$ cat config.mk
export PLATFORM = sky130hd
export DESIGN_NAME = calc_datapath_flat
export DESIGN_NICKNAME = d
export VERILOG_FILES = /design/src/rtl/calc_datapath_if.sv /design/src/rtl/calc_datapath.sv /design/src/flat_wrapper.sv
export SDC_FILE = /design/constraint.sdc
export NUM_CORES = 1
export LEC_CHECK = 0
export BUFFER_PORTS_ARGS = -buffer_cell sky130_fd_sc_hd__buf_4
export CORE_UTILIZATION = 50
export DETAILED_ROUTE_END_ITERATION = 16
export PLACE_DENSITY = 0.71
export SYNTH_ARGS = -nofsm -noshare
export SYNTH_HDL_FRONTEND = slang
export SYNTH_SLANG_ARGS = --single-unit
export TNS_END_PERCENT = 50
$ cat constraint.sdc
create_clock -name clk -period 3.35 [get_ports clk]
set_clock_uncertainty 0.2 [all_clocks]
set_input_delay 0.67 -clock clk [delete_from_list [all_inputs] [get_ports clk]]
set_output_delay 0.67 -clock clk [all_outputs]
set_load 0.02 [all_outputs]
$ cat src/rtl/calc_datapath_if.sv
// Calculator datapath bus: sequencer state and switch operand in, captured
// operands, result and status out.
interface calc_datapath_if #(
  parameter int WIDTH = 8
);
  logic [2:0]         state;
  logic [WIDTH-1:0]   sw_operand;
  logic [1:0]         op_sel;
  logic [WIDTH-1:0]   op1;
  logic [WIDTH-1:0]   op2;
  logic [2*WIDTH-1:0] result;
  logic               busy;
  logic               done;
  logic               neg;
  logic               err_div0;

  modport master (
    output state, sw_operand, op_sel,
    input  op1, op2, result, busy, done, neg, err_div0
  );

  modport slave (
    input  state, sw_operand, op_sel,
    output op1, op2, result, busy, done, neg, err_div0
  );
endinterface

$ cat src/rtl/calc_datapath.sv
// Operand capture and multi-cycle add/sub/shift-add multiply/restoring divide
// engine driven by the entry sequencer's state code.
module calc_datapath #(
  parameter int WIDTH = 8
) (
  input  logic           clk,
  input  logic           reset,
  calc_datapath_if.slave bus
);
  localparam int CW = $clog2(WIDTH + 1);

  typedef enum logic [2:0] {
    SEQ_IDLE   = 3'b000,
    SEQ_OP1    = 3'b001,
    SEQ_OP1_WR = 3'b010,
    SEQ_OP2    = 3'b011,
    SEQ_OP2_WR = 3'b100,
    SEQ_CALC   = 3'b101
  } seq_e;

  typedef enum logic [1:0] {OP_ADD, OP_SUB, OP_MUL, OP_DIV} op_e;
  typedef enum logic [1:0] {ENG_IDLE, ENG_RUN, ENG_DONE} eng_e;

  eng_e               fsm_q, fsm_d;
  op_e                op_q, op_d;
  logic [WIDTH-1:0]   op1_q, op1_d, op2_q, op2_d;
  logic [2*WIDTH-1:0] result_q, result_d;
  logic               busy_q, busy_d, done_q, done_d, neg_q, neg_d, err_q, err_d;
  logic [2*WIDTH-1:0] acc_q, acc_d, mcand_q, mcand_d;
  logic [WIDTH-1:0]   aux_q, aux_d;
  logic [CW-1:0]      cnt_q, cnt_d;

  // acc holds the product (mul) or the partial remainder in its low bits (div);
  // aux holds the multiplier (mul) or the dividend shifting into the quotient (div).
  logic [WIDTH:0]     sum_w, diff_w;
  logic [2*WIDTH-1:0] mul_acc_nx;
  logic [WIDTH:0]     div_shift, div_trial, rem_nx;
  logic               div_ge;
  logic [WIDTH-1:0]   quo_nx;

  assign sum_w      = {1'b0, op1_q} + {1'b0, op2_q};
  assign diff_w     = {1'b0, op1_q} - {1'b0, op2_q};
  assign mul_acc_nx = aux_q[0] ? acc_q + mcand_q : acc_q;
  assign div_shift  = {acc_q[WIDTH-1:0], aux_q[WIDTH-1]};
  assign div_trial  = div_shift - {1'b0, op2_q};
  assign div_ge     = div_shift >= {1'b0, op2_q};
  assign rem_nx     = div_ge ? div_trial : div_shift;
  assign quo_nx     = {aux_q[WIDTH-2:0], div_ge};

  always_comb begin
    fsm_d    = fsm_q;
    op_d     = op_q;
    op1_d    = op1_q;
    op2_d    = op2_q;
    result_d = result_q;
    busy_d   = busy_q;
    done_d   = done_q;
    neg_d    = neg_q;
    err_d    = err_q;
    acc_d    = acc_q;
    mcand_d  = mcand_q;
    aux_d    = aux_q;
    cnt_d    = cnt_q;

    if (bus.state == SEQ_OP1) op1_d = bus.sw_operand;
    if (bus.state == SEQ_OP2) op2_d = bus.sw_operand;

    unique case (fsm_q)
      ENG_IDLE: begin
        busy_d = 1'b0;
        done_d = 1'b0;
        if (bus.state == SEQ_CALC) begin
          fsm_d   = ENG_RUN;
          op_d    = op_e'(bus.op_sel);
          acc_d   = '0;
          mcand_d = {{WIDTH{1'b0}}, op1_q};
          aux_d   = (bus.op_sel == 2'b10) ? op2_q : op1_q;
          cnt_d   = CW'(WIDTH);
          busy_d  = 1'b1;
          neg_d   = 1'b0;
          err_d   = 1'b0;
        end
      end
      ENG_RUN: begin
        if (bus.state != SEQ_CALC) begin
          fsm_d  = ENG_IDLE;
          busy_d = 1'b0;
          done_d = 1'b0;
        end else begin
          unique case (op_q)
            OP_ADD: begin
              result_d = {{(WIDTH-1){1'b0}}, sum_w};
              fsm_d    = ENG_DONE;
            end
            OP_SUB: begin
              result_d = {{(WIDTH-1){diff_w[WIDTH]}}, diff_w};
              neg_d    = diff_w[WIDTH];
              fsm_d    = ENG_DONE;
            end
            OP_MUL: begin
              acc_d   = mul_acc_nx;
              mcand_d = mcand_q << 1;
              aux_d   = aux_q >> 1;
              cnt_d   = cnt_q - 1'b1;
              if (cnt_q == CW'(1)) begin
                result_d = mul_acc_nx;
                fsm_d    = ENG_DONE;
              end
            end
            OP_DIV: begin
              if (op2_q == '0) begin
                result_d = '0;
                err_d    = 1'b1;
                fsm_d    = ENG_DONE;
              end else begin
                acc_d = {{(WIDTH-1){1'b0}}, rem_nx};
                aux_d = quo_nx;
                cnt_d = cnt_q - 1'b1;
                if (cnt_q == CW'(1)) begin
                  result_d = {rem_nx[WIDTH-1:0], quo_nx};
                  fsm_d    = ENG_DONE;
                end
              end
            end
            default: fsm_d = ENG_DONE;
          endcase
          if (fsm_d == ENG_DONE) begin
            busy_d = 1'b0;
            done_d = 1'b1;
          end
        end
      end
      ENG_DONE: begin
        busy_d = 1'b0;
        done_d = 1'b1;
        if (bus.state != SEQ_CALC) begin
          fsm_d  = ENG_IDLE;
          done_d = 1'b0;
        end
      end
      default: begin
        fsm_d  = ENG_IDLE;
        busy_d = 1'b0;
        done_d = 1'b0;
      end
    endcase

    if (bus.state == SEQ_IDLE) begin
      fsm_d    = ENG_IDLE;
      op1_d    = '0;
      op2_d    = '0;
      result_d = '0;
      busy_d   = 1'b0;
      done_d   = 1'b0;
      neg_d    = 1'b0;
      err_d    = 1'b0;
    end
  end

  always_ff @(posedge clk or posedge reset) begin
    if (reset) begin
      fsm_q    <= ENG_IDLE;
      op_q     <= OP_ADD;
      op1_q    <= '0;
      op2_q    <= '0;
      result_q <= '0;
      busy_q   <= 1'b0;
      done_q   <= 1'b0;
      neg_q    <= 1'b0;
      err_q    <= 1'b0;
      acc_q    <= '0;
      mcand_q  <= '0;
      aux_q    <= '0;
      cnt_q    <= '0;
    end else begin
      fsm_q    <= fsm_d;
      op_q     <= op_d;
      op1_q    <= op1_d;
      op2_q    <= op2_d;
      result_q <= result_d;
      busy_q   <= busy_d;
      done_q   <= done_d;
      neg_q    <= neg_d;
      err_q    <= err_d;
      acc_q    <= acc_d;
      mcand_q  <= mcand_d;
      aux_q    <= aux_d;
      cnt_q    <= cnt_d;
    end
  end

  assign bus.op1      = op1_q;
  assign bus.op2      = op2_q;
  assign bus.result   = result_q;
  assign bus.busy     = busy_q;
  assign bus.done     = done_q;
  assign bus.neg      = neg_q;
  assign bus.err_div0 = err_q;
endmodule

$ cat src/flat_wrapper.sv
// flat-port wrapper written by rule: the top's interface ports become plain ports
module calc_datapath_flat 
#(
  parameter int WIDTH = 8
)
  (clk, reset, bus_state, bus_sw_operand, bus_op_sel, bus_op1, bus_op2, bus_result, bus_busy, bus_done, bus_neg, bus_err_div0);
  calc_datapath_if #(.WIDTH(WIDTH)) bus_i ();
  input  logic clk;
  input  logic reset;
  input wire logic [$bits(bus_i.state)-1:0] bus_state;
  input wire logic [$bits(bus_i.sw_operand)-1:0] bus_sw_operand;
  input wire logic [$bits(bus_i.op_sel)-1:0] bus_op_sel;
  output wire logic [$bits(bus_i.op1)-1:0] bus_op1;
  output wire logic [$bits(bus_i.op2)-1:0] bus_op2;
  output wire logic [$bits(bus_i.result)-1:0] bus_result;
  output wire logic [$bits(bus_i.busy)-1:0] bus_busy;
  output wire logic [$bits(bus_i.done)-1:0] bus_done;
  output wire logic [$bits(bus_i.neg)-1:0] bus_neg;
  output wire logic [$bits(bus_i.err_div0)-1:0] bus_err_div0;
  assign bus_i.state = bus_state;
  assign bus_i.sw_operand = bus_sw_operand;
  assign bus_i.op_sel = bus_op_sel;
  assign bus_op1 = bus_i.op1;
  assign bus_op2 = bus_i.op2;
  assign bus_result = bus_i.result;
  assign bus_busy = bus_i.busy;
  assign bus_done = bus_i.done;
  assign bus_neg = bus_i.neg;
  assign bus_err_div0 = bus_i.err_div0;
  calc_datapath #(.WIDTH(WIDTH)) u_core (.clk(clk), .reset(reset), .bus(bus_i));
endmodule
# ---- Word level (Yosys, flattened, before mapping)
# Cells that the tools add are included.
dict set report word_totals {
  reg_bits 84
  inputBits 15
  wordCells 126
}
dict set report op_classes {
  addsub 5
  n_lt_le_gt_ge 1
  n_eq_ne 27
  mux 63
  n_reduce_logical 17
}
# op n
set op_table {}
lappend op_table {{$mux W16} 13}
lappend op_table {{$pmux W16 S2} 3}
lappend op_table {{$mux W8} 8}
lappend op_table {{$pmux W16 S4} 1}
lappend op_table {{$pmux W8 S2} 2}
lappend op_table {{$add A16 B16 Y16} 1}
lappend op_table {{$mux W1} 16}
lappend op_table {{$mux W2} 8}
lappend op_table {{$pmux W4 S2} 2}
lappend op_table {{$mux W4} 3}
lappend op_table {{$ne A3 B1 Y1 const B} 4}
lappend op_table {{$ne A3 B3 Y1 const B} 4}
lappend op_table {{$pmux W2 S3} 2}
lappend op_table {{$reduce_and A4 Y1} 3}
lappend op_table {{$eq A2 B2 Y1 const B} 5}
lappend op_table {{$reduce_and A5 Y1} 2}
lappend op_table {{$add A8 B8 Y9} 1}
lappend op_table {{$ge A9 B8 Y1} 1}
lappend op_table {{$mux W9} 1}
lappend op_table {{$sub A8 B8 Y9} 1}
lappend op_table {{$sub A9 B8 Y9} 1}
lappend op_table {{$logic_not A8 Y1} 1}
lappend op_table {{$ne A4 B1 Y1 const B} 2}
lappend op_table {{$pmux W1 S2} 4}
lappend op_table {{other kinds (15)} 24}

# ---- Depth between registers and ports, before layout
# Gate-level depths: netlist of run 1.
dict set report depth {
  ltp_word 11
  ltp_mapped 12
  depth_no_buf 12
}

# ---- Worst setup path after synthesis of run 1
# Ideal clock, no wire load.
dict set report synth_timing {
  kind {flip-flop to flip-flop}
  from {register u_core.op2_q[1] (netlist: u_core.bus.op2[1])}
  to {register u_core.result_q[9] (netlist: u_core.bus.result[9])}
  setup_time_ps 140
  t_arrival_ps 2760
  required_time_ps 3010
  setup_slack_ps 250
  stages_incl_launch_ff 12
  n_path_buf 1
  path_cell_list {dfrtp_1 -> inv_1 -> ha_1 -> nor2b_1 -> o21ai_1 -> a21oi_1 -> o31a_1 -> or2_1 -> buf_6 -> mux2_4 -> a222oi_1 -> o211ai_1}
}
dict set report synth_via {
  elab_chain_len 8
  word_cells_on_any_way 13
  classes_between {add/sub (2); order compare (1); eq/ne (1); mux (7); reduce/logical (2)}
}
# element line_no
set synth_rtl {}
lappend synth_rtl {{start, declared} calc_datapath.sv:26} ;# logic [WIDTH-1:0] op1_q, op1_d, op2_q, op2_d;
lappend synth_rtl {{start signal, assigned} calc_datapath.sv:179} ;# op2_q <= op2_d;
lappend synth_rtl {{$sub A9 B8 Y9 or $ge A9 B8 Y1 (tied branches)} {calc_datapath.sv:45, calc_datapath.sv:46}}
lappend synth_rtl {{$mux W9} calc_datapath.sv:47} ;# assign rem_nx = div_ge ? div_trial : div_shift;
lappend synth_rtl {{$mux W16} calc_datapath.sv:119} ;# if (cnt_q == CW'(1)) begin
lappend synth_rtl {{$mux W16} calc_datapath.sv:111} ;# if (op2_q == '0) begin
lappend synth_rtl {{$pmux W16 S4} calc_datapath.sv:90} ;# unique case (op_q)
lappend synth_rtl {{$mux W16} calc_datapath.sv:85} ;# if (bus.state != SEQ_CALC) begin
lappend synth_rtl {{$mux W16} calc_datapath.sv:68} ;# unique case (fsm_q)
lappend synth_rtl {{$mux W16} calc_datapath.sv:148} ;# if (bus.state == SEQ_IDLE) begin
lappend synth_rtl {{end signal, assigned} calc_datapath.sv:180} ;# result_q <= result_d;
lappend synth_rtl {{end, declared} calc_datapath.sv:27} ;# logic [2*WIDTH-1:0] result_q, result_d;
# Parallel ways exist; a longest one is shown, timed or not. The select of a mux whose other input is x is not followed.
# A chain may end at the register's enable or synchronous reset.

# ---- Worst setup path after layout of run 1
dict set report layout_timing {
  from {register u_core.op2_q[4] (netlist: u_core.bus.op2[4])}
  to {register u_core.result_q[9] (netlist: u_core.bus.result[9])}
}
dict set report layout_via {
  elab_chain_len 8
  word_cells_on_any_way 12
  classes_between {add/sub (1); order compare (1); eq/ne (1); mux (7); reduce/logical (2)}
}
# element line_no
set layout_rtl {}
lappend layout_rtl {{$ge A9 B8 Y1} calc_datapath.sv:46} ;# assign div_ge = div_shift >= {1'b0, op2_q};
lappend layout_rtl {{$mux W9} calc_datapath.sv:47}
lappend layout_rtl {{$mux W16} calc_datapath.sv:119}
lappend layout_rtl {{$mux W16} calc_datapath.sv:111}
lappend layout_rtl {{$pmux W16 S4} calc_datapath.sv:90}
lappend layout_rtl {{$mux W16} calc_datapath.sv:85}
lappend layout_rtl {{$mux W16} calc_datapath.sv:68}
lappend layout_rtl {{$mux W16} calc_datapath.sv:148}
# Parallel ways exist; a longest one is shown, timed or not. The select of a mux whose other input is x is not followed.

==> results of run 1 <==
[flip-flops by register name, indices dropped and copies added, names as in the netlist]
name and count:
u_core.acc_q 16, u_core.aux_q 8, u_core.bus.busy 1, u_core.bus.done 1, u_core.bus.err_div0 1, u_core.bus.neg 1
u_core.bus.op1 8, u_core.bus.op2 8, u_core.bus.result 16, u_core.cnt_q 4, u_core.fsm_q 2, u_core.mcand_q 16
u_core.op_q 2
[repair_timing]
item / CTS / global route
hold endpoints to repair: 0 / 0
setup endpoints to repair: 0 / 4
gates resized for setup: 0 / 2
[placed cells by master (no fill, tap or decap), types with 4 or more instances in the layout]
cell type,instances
nand2_1,105
dfrtp_1,83
o21ai_0,81
buf_4,80
a21oi_1,50
ha_1,44
nor2_1,40
inv_1,39
nand3_1,18
a22o_1,17
mux2i_1,17
nor3_1,12
xnor2_1,12
o31ai_1,11
nor2b_1,11
mux2_2,10
a21o_1,10
xor2_1,9
clkbuf_16,9
a32o_1,8
o211ai_1,7
and3_1,7
nand2b_1,6
nor4_1,5
clkinv_2,4
a21boi_0,4
a221oi_1,4
a31oi_1,4
a211oi_1,4
or2_2,4
or3_1,4
o21a_1,4
fa_1,4
[per-layer routing]
metal	share of wire	wire length, um	up-vias	GRT usage
met3	0.071	1310	32	0.0497
met4	0.019	354	0	0.110
met5	0	0	-	0
met1	0.45	8340	2749	0.428
met2	0.46	8370	236	0.493
li1	-	-	2716	-
[final cells by class]
| cell class | instances | area [um2] |
|---|---|---|
| clock buffer | 9 | 225 |
| clock inverter | 7 | 67.6 |
| timing repair buffer | 80 | 601 |
| multi-input combinational | 564 | 3690 |
| sequential | 84 | 2100 |
| inverter | 40 | 151 |
| tap | 143 | 179 |
| fill | 1077 | 4600 |
[synthesized netlist by cell type, types with 9 or more instances]
library cell,count
a21o_1,10
a21oi_1,50
a22o_1,17
clkbuf_1,24
dfrtp_1,84
ha_1,44
inv_1,40
mux2_2,10
mux2i_1,17
nand2_1,105
nand3_1,18
nor2_1,40
nor2b_1,11
nor3_1,12
o21ai_0,81
o31ai_1,11
xnor2_1,12
xor2_1,9
[power by group through the flow]
stage               registers (mW)  clock network, mW  logic, mW
floorplan                     1.58                  0       1.97
global placement              1.54                  0       2.85
detailed placement            1.56                  0       2.92
CTS                           1.54               1.02       2.93
global route                  1.58               1.05       3.29
finish                        1.55               1.00       2.99
[logic make-up (layout without fill, tap and decap cells)]
logic type	count (synthesis)	count (layout)
simple gates	231	231
compound gates	236	236
buf+inv	72	136
mux	28	28
fa+ha+maj	48	48
xor+xnor	21	21
flops	84	84
[worst reg2reg max path: stages, from the launching register on]
cell      delay, ns
dfrtp_1        0.44
inv_1          0.12
ha_1           0.38
a21o_1         0.20
a21oi_2        0.13
nor2b_1        0.06
o31a_1         0.31
or2_1          0.40
mux2_4         0.38
a222oi_1       0.30
o211ai_1       0.14
[through the flow]
step,setup slack [ns],utilization,hold WS (ns),power [mW]
after floorplan,0.250,-,0.269,3.55
after CTS,0.183,0.604,0.182,5.50
after global placement,0.286,0.579,0.279,4.39
after detailed placement,0.190,0.579,0.278,4.47
after global routing,0.0148,0.604,0.225,5.92
final,0.169,0.604,0.167,5.54
[final timing paths]
path	from	end	slack, ns	cells after the start
worst max-delay path	u_core.bus.op2[4]$_DFFE_PP0P_	u_core.bus.result[9]$_DFFE_PP0P_	0.17	10
worst max register to register	u_core.bus.op2[4]$_DFFE_PP0P_	u_core.bus.result[9]$_DFFE_PP0P_	0.17	10
worst min register to register	u_core.bus.result[6]$_DFFE_PP0P_	u_core.bus.result[6]$_DFFE_PP0P_	0.29	2
min in group clk	u_core.bus.result[6]$_DFFE_PP0P_	u_core.bus.result[6]$_DFFE_PP0P_	0.29	2
max in group asynchronous	reset	u_core.acc_q[8]$_DFFE_PP0P_	2.05	3
worst min-delay path	reset	u_core.bus.err_div0$_DFFE_PP0P_	0.17	2
==> impl_metrics.py, run 1 <==
metrics = {
    "timing": {
        "fin_crit_sh": 0.950,
        "worst_pin_slew_ns": 0.795,
        "final_max_slew_viol_count": 0,
        "period_needed_ns": 3.18,
        "setup_tns_ns": 0,
        "setup_viol": 0,
        "rsz0062_at_grt": "no",
        "relSlewSlack": 0.469,
        "fmax_mhz": 314,
        "hold_viol": 0,
    },
    "setup_path": {
        "worstPathCellList": "inv_1 > ha_1 > a21o_1 > a21oi_2 > nor2b_1 > o31a_1 > or2_1 > mux2_4 > a222oi_1 > o211ai_1",
        "cp_num_buf_inv": 1,
        "cp_slowest_stage_delay_ns": 0.44,
        "crit_family": "compound AO/OA/AOI/OAI gates",
        "cp.required_ns": 3.37,
        "end_kind": "flip-flop",
        "critPathArrivalTime_ns": 3.20,
        "crit_type": "flip-flop to flip-flop",
        "critPathSlowestCell": "dfrtp_1",
        "start_kind": "flip-flop",
        "worstPathMaxFanout": 11,
    },
    "power": {
        "p_per_area_nw_per_um2": 790,
        "vdd.ir_drop.worst_mv": 0.484,
        "pwr-share-seq": 0.280,
        "power.switching_mw": 2.54,
        "intPower_mw": 3.00,
        "p_clk_frac": 0.181,
        "combPwrFrac": 0.539,
        "p_leak_nw": 3.29,
        "swShare": 0.458,
    },
    "layout": {
        "nNetsFinal": 842,
        "final_area_um2": 7010,
        "final_layout_size_suffix_gt1_frac": 0.153,
        "n_antenna_cell": 0,
        "fin_cells": 927,
        "syn_to_final_growth_pct": 15.6,
    },
    "routing": {
        "drc": 3,
        "vias_per_cell": 6.18,
        "route.vias.total": 5733,
        "wl_mm": 18.4,
        "drtIter0Drc": 619,
        "detail-route-antenna-nets": 0,
        "dr.pass1.iters": 11,
        "wl_per_cell_um": 19.8,
    },
    "logic_synthesis": {
        "async_reset_ff_frac": 1.00,
        "synth_top_cell_by_area": "dfrtp_1",
        "synth_xor_area_frac": 0.0303,
        "synthCells": 720,
        "synth_compound_area_frac": 0.248,
        "synth_top_family_by_area": "compound AO/OA/AOI/OAI gates",
        "synthTopCellsByArea": "dfrtp_1, ha_1, o21ai_0",
        "synth_mux_area_frac": 0.0491,
        "yosys.area.top_type_share": 0.346,
        "avgSynthCellArea_um2": 8.43,
        "yosys_warnings": 0,
        "synth-seq-cells": 84,
        "synth_area_um2": 6070,
        "synthSimpleGateAreaFrac": 0.176,
        "synthAdderAreaFrac": 0.104,
        "synth_nets": 783,
        "ys_seq_area_frac": 0.346,
        "synth_top_flop_cell": "dfrtp_1",
        "synth_edf_count": 0,
        "synth_cell_types": 66,
    },
    "cts": {
        "cts_inserted_buffers": 9,
        "path_clk_slew_ns": 0.06,
        "cts_setup_buffers": 0,
        "cts_tree": "yes",
        "worstSkewPairLatency_ns": 0.35,
        "htreeDepth": 3,
        "cts-hold-fix-buffers": 0,
        "cts_max_path_buffers": 2,
        "cts_root_buf": "clkbuf_16",
        "cts.sinks": 84,
    },
    "floorplan": {
        "start_util": 0.523,
        "fp-row-count": 39,
        "die_area_um2": 12600,
        "ios": 51,
        "core_um2": 11600,
        "die_w_um": 112,
        "die_y_um": 112,
    },
    "global_route": {
        "grt-ovfl-total": 0,
        "track_usage": 0.309,
        "grt_pass1_wl_mm": 30.0,
        "grt_pass1_vias": 5545,
        "antenna_found_initial": 0,
        "grt_max_degree": 35,
    },
    "placement": {
        "dp_hpwl_mm": 14.2,
        "io_buffers": 50,
        "place_area_um2": 6720,
        "dpl.cell_count": 911,
        "place.gp.congestion": 0.913,
    },
    "outcome": {
        "outcome": "finished, violations left",
        "failed_checks": "design-rule violations",
    },
    "worst_hold_path": {
        "min_path_type": "input port to async pin",
    },
    "run": {
        "cap_violations": 0,
    },
}
No activity file was read; power rests on OpenSTA's default activity.
==> inputs of run 2 (changes only) <==
Settings changed: PLACE_DENSITY 0.71 to unset, PLACE_DENSITY_LB_ADDON set to 0.15.
==> impl_metrics.py, run 2 (synthesis results as in run 1) <==
metrics = {
    "outcome": {
        "outcome": "finished, violations left",
        "failed_checks": "design-rule violations",
    },
    "layout": {
        "n_antenna_cell": 0,
        "syn_to_final_growth_pct": 16.4,
        "layout_commonest_cell": "nand2_1",
        "final_layout_size_suffix_gt1_frac": 0.153,
        "fillers": 1045,
        "nNetsFinal": 843,
        "final_cell_mix": "nand2_1, dfrtp_1, o21ai_0",
    },
    "floorplan": {
        "start_util": 0.523,
        "die_area_um2": 12600,
        "ios": 51,
        "die_w_um": 112,
        "core_um2": 11600,
        "die_y_um": 112,
        "fp-row-count": 39,
    },
    "routing": {
        "drtIter0Drc": 596,
        "dr.pass1.iters": 13,
        "detail-route-antenna-nets": 0,
        "wl_mm": 18.2,
        "wl_per_cell_um": 19.7,
        "drc": 3,
        "vias_per_cell": 6.17,
        "route.vias.total": 5724,
    },
    "setup_path": {
        "crit_type": "flip-flop to flip-flop",
        "worstPathMaxFanout": 11,
        "cp.required_ns": 3.38,
        "end_kind": "flip-flop",
        "start_kind": "flip-flop",
        "r2r_slack_ns": 0.19,
        "critPathArrivalTime_ns": 3.18,
    },
    "power": {
        "combPwrFrac": 0.526,
        "intPower_mw": 3.09,
        "p_clk_frac": 0.198,
        "power.switching_mw": 2.56,
        "swShare": 0.453,
        "vdd.ir_drop.worst_mv": 0.418,
        "p_per_area_nw_per_um2": 799,
        "pwr-share-seq": 0.276,
        "p_leak_nw": 3.31,
    },
    "timing": {
        "hold_viol": 0,
        "setup_tns_ns": 0,
        "rsz0062_at_grt": "no",
        "relSlewSlack": 0.475,
        "worst_pin_slew_ns": 0.787,
        "hold_slack_ns": 0.242,
        "fin_crit_sh": 0.942,
        "fmax_mhz": 317,
        "final_max_slew_viol_count": 0,
        "period_needed_ns": 3.16,
        "setup_viol": 0,
    },
    "cts": {
        "htreeDepth": 3,
        "cts_tree": "yes",
        "cts_setup_buffers": 0,
        "cts_inserted_buffers": 9,
        "cts_root_buf": "clkbuf_16",
        "cts.sinks": 84,
        "worstSkewPairLatency_ns": 0.36,
        "cts_max_path_buffers": 2,
        "path_clk_slew_ns": 0.07,
    },
    "global_route": {
        "grt_pass1_wl_mm": 29.7,
        "grt_max_degree": 45,
        "antenna_found_initial": 0,
        "grt_pass1_vias": 5420,
        "grt-ovfl-total": 0,
        "track_usage": 0.308,
    },
    "run": {
        "cap_violations": 0,
    },
    "placement": {
        "place.gp.congestion": 0.924,
        "io_buffers": 50,
        "dp_hpwl_mm": 14.0,
    },
    "worst_hold_path": {
        "min_path_type": "input port to async pin",
    },
}
==> run 2: cell types whose count changed in the layout (fill, tap and decap cells not counted) <==
cell,change
dfrtp_2,-1
clkinv_2,-3
dfrtp_1,+1
inv_6,+1
bufinv_16,+1
buf_12,+1
clkinv_4,+1
==> run 2: worst max-delay path, cell delays in order, from the launching register on <==
cell,delay (ns)
dfrtp_1,0.42
inv_1,0.12
ha_1,0.37
a21o_1,0.19
a21oi_2,0.14
nor2b_1,0.06
o31a_1,0.31
or2_1,0.40
mux2i_1,0.31
o211ai_1,0.13
or3_1,0.38
==> run 2: path summary, 6_finish.rpt <==
path | end | cells after the start | startpoint
hold reg to reg | u_core.bus.result[11]$_DFFE_PP0P_ | 1 | u_core.bus.result[11]$_DFFE_PP0P_
setup / recovery | u_core.bus.result[14]$_DFFE_PP0P_ | 10 | u_core.bus.op2[4]$_DFFE_PP0P_
max in group asynchronous | u_core.mcand_q[7]$_DFFE_PP0P_ | 3 | reset
setup reg to reg | u_core.bus.result[14]$_DFFE_PP0P_ | 10 | u_core.bus.op2[4]$_DFFE_PP0P_
min in group clk | u_core.bus.result[11]$_DFFE_PP0P_ | 1 | u_core.bus.result[11]$_DFFE_PP0P_
hold / removal | u_core.bus.neg$_DFFE_PP0P_ | 2 | reset
==> run 2: final cells by class <==
type,count,area [um2],share of cell area
repair buffers,81,621,0.0878
clock inverters,7,100,0.0142
inverters,40,151,0.0214
clock buffers,9,225,0.0319
flip-flops and latches,84,2100,0.298
well taps,143,179,0.0253
multi-input cells,564,3690,0.522
==> run 2: power groups by stage <==
stage,combinational [mW],clock (mW),sequential [mW]
global route,3.26,1.15,1.59
floorplan,1.97,0,1.58
finish,2.97,1.12,1.56
CTS,2.92,1.12,1.55
detailed placement,2.90,0,1.57
global placement,2.86,0,1.56
==> run 2: repair_timing <==
item / 4_1_cts / 5_1_grt
resized for setup: 0 / 1
endpoints found under the setup margin: 0 / 3
hold buffers: 0 / 0
==> run 2: per-layer routing <==
metal	GRT usage	routed length, um	vias to the layer above
met5	0	0	-
met4	0.121	430	0
met3	0.0373	1200	32
met2	0.485	8170	235
met1	0.435	8440	2740
li1	-	-	2717
==> run 2: metrics by stage <==
step           power (mW)  cells  area, um2  setup WS (ns)   util
2_1_floorplan        3.55    720       6070          0.250      -
3_3_place_gp         4.41    912       6740          0.265  0.580
3_5_place_dp         4.47    912       6740          0.164  0.580
4_1_cts              5.59    928       7070          0.132  0.608
5_1_grt              6.01    928       7070        0.00741  0.608
6_report             5.65    928       7070          0.194  0.608
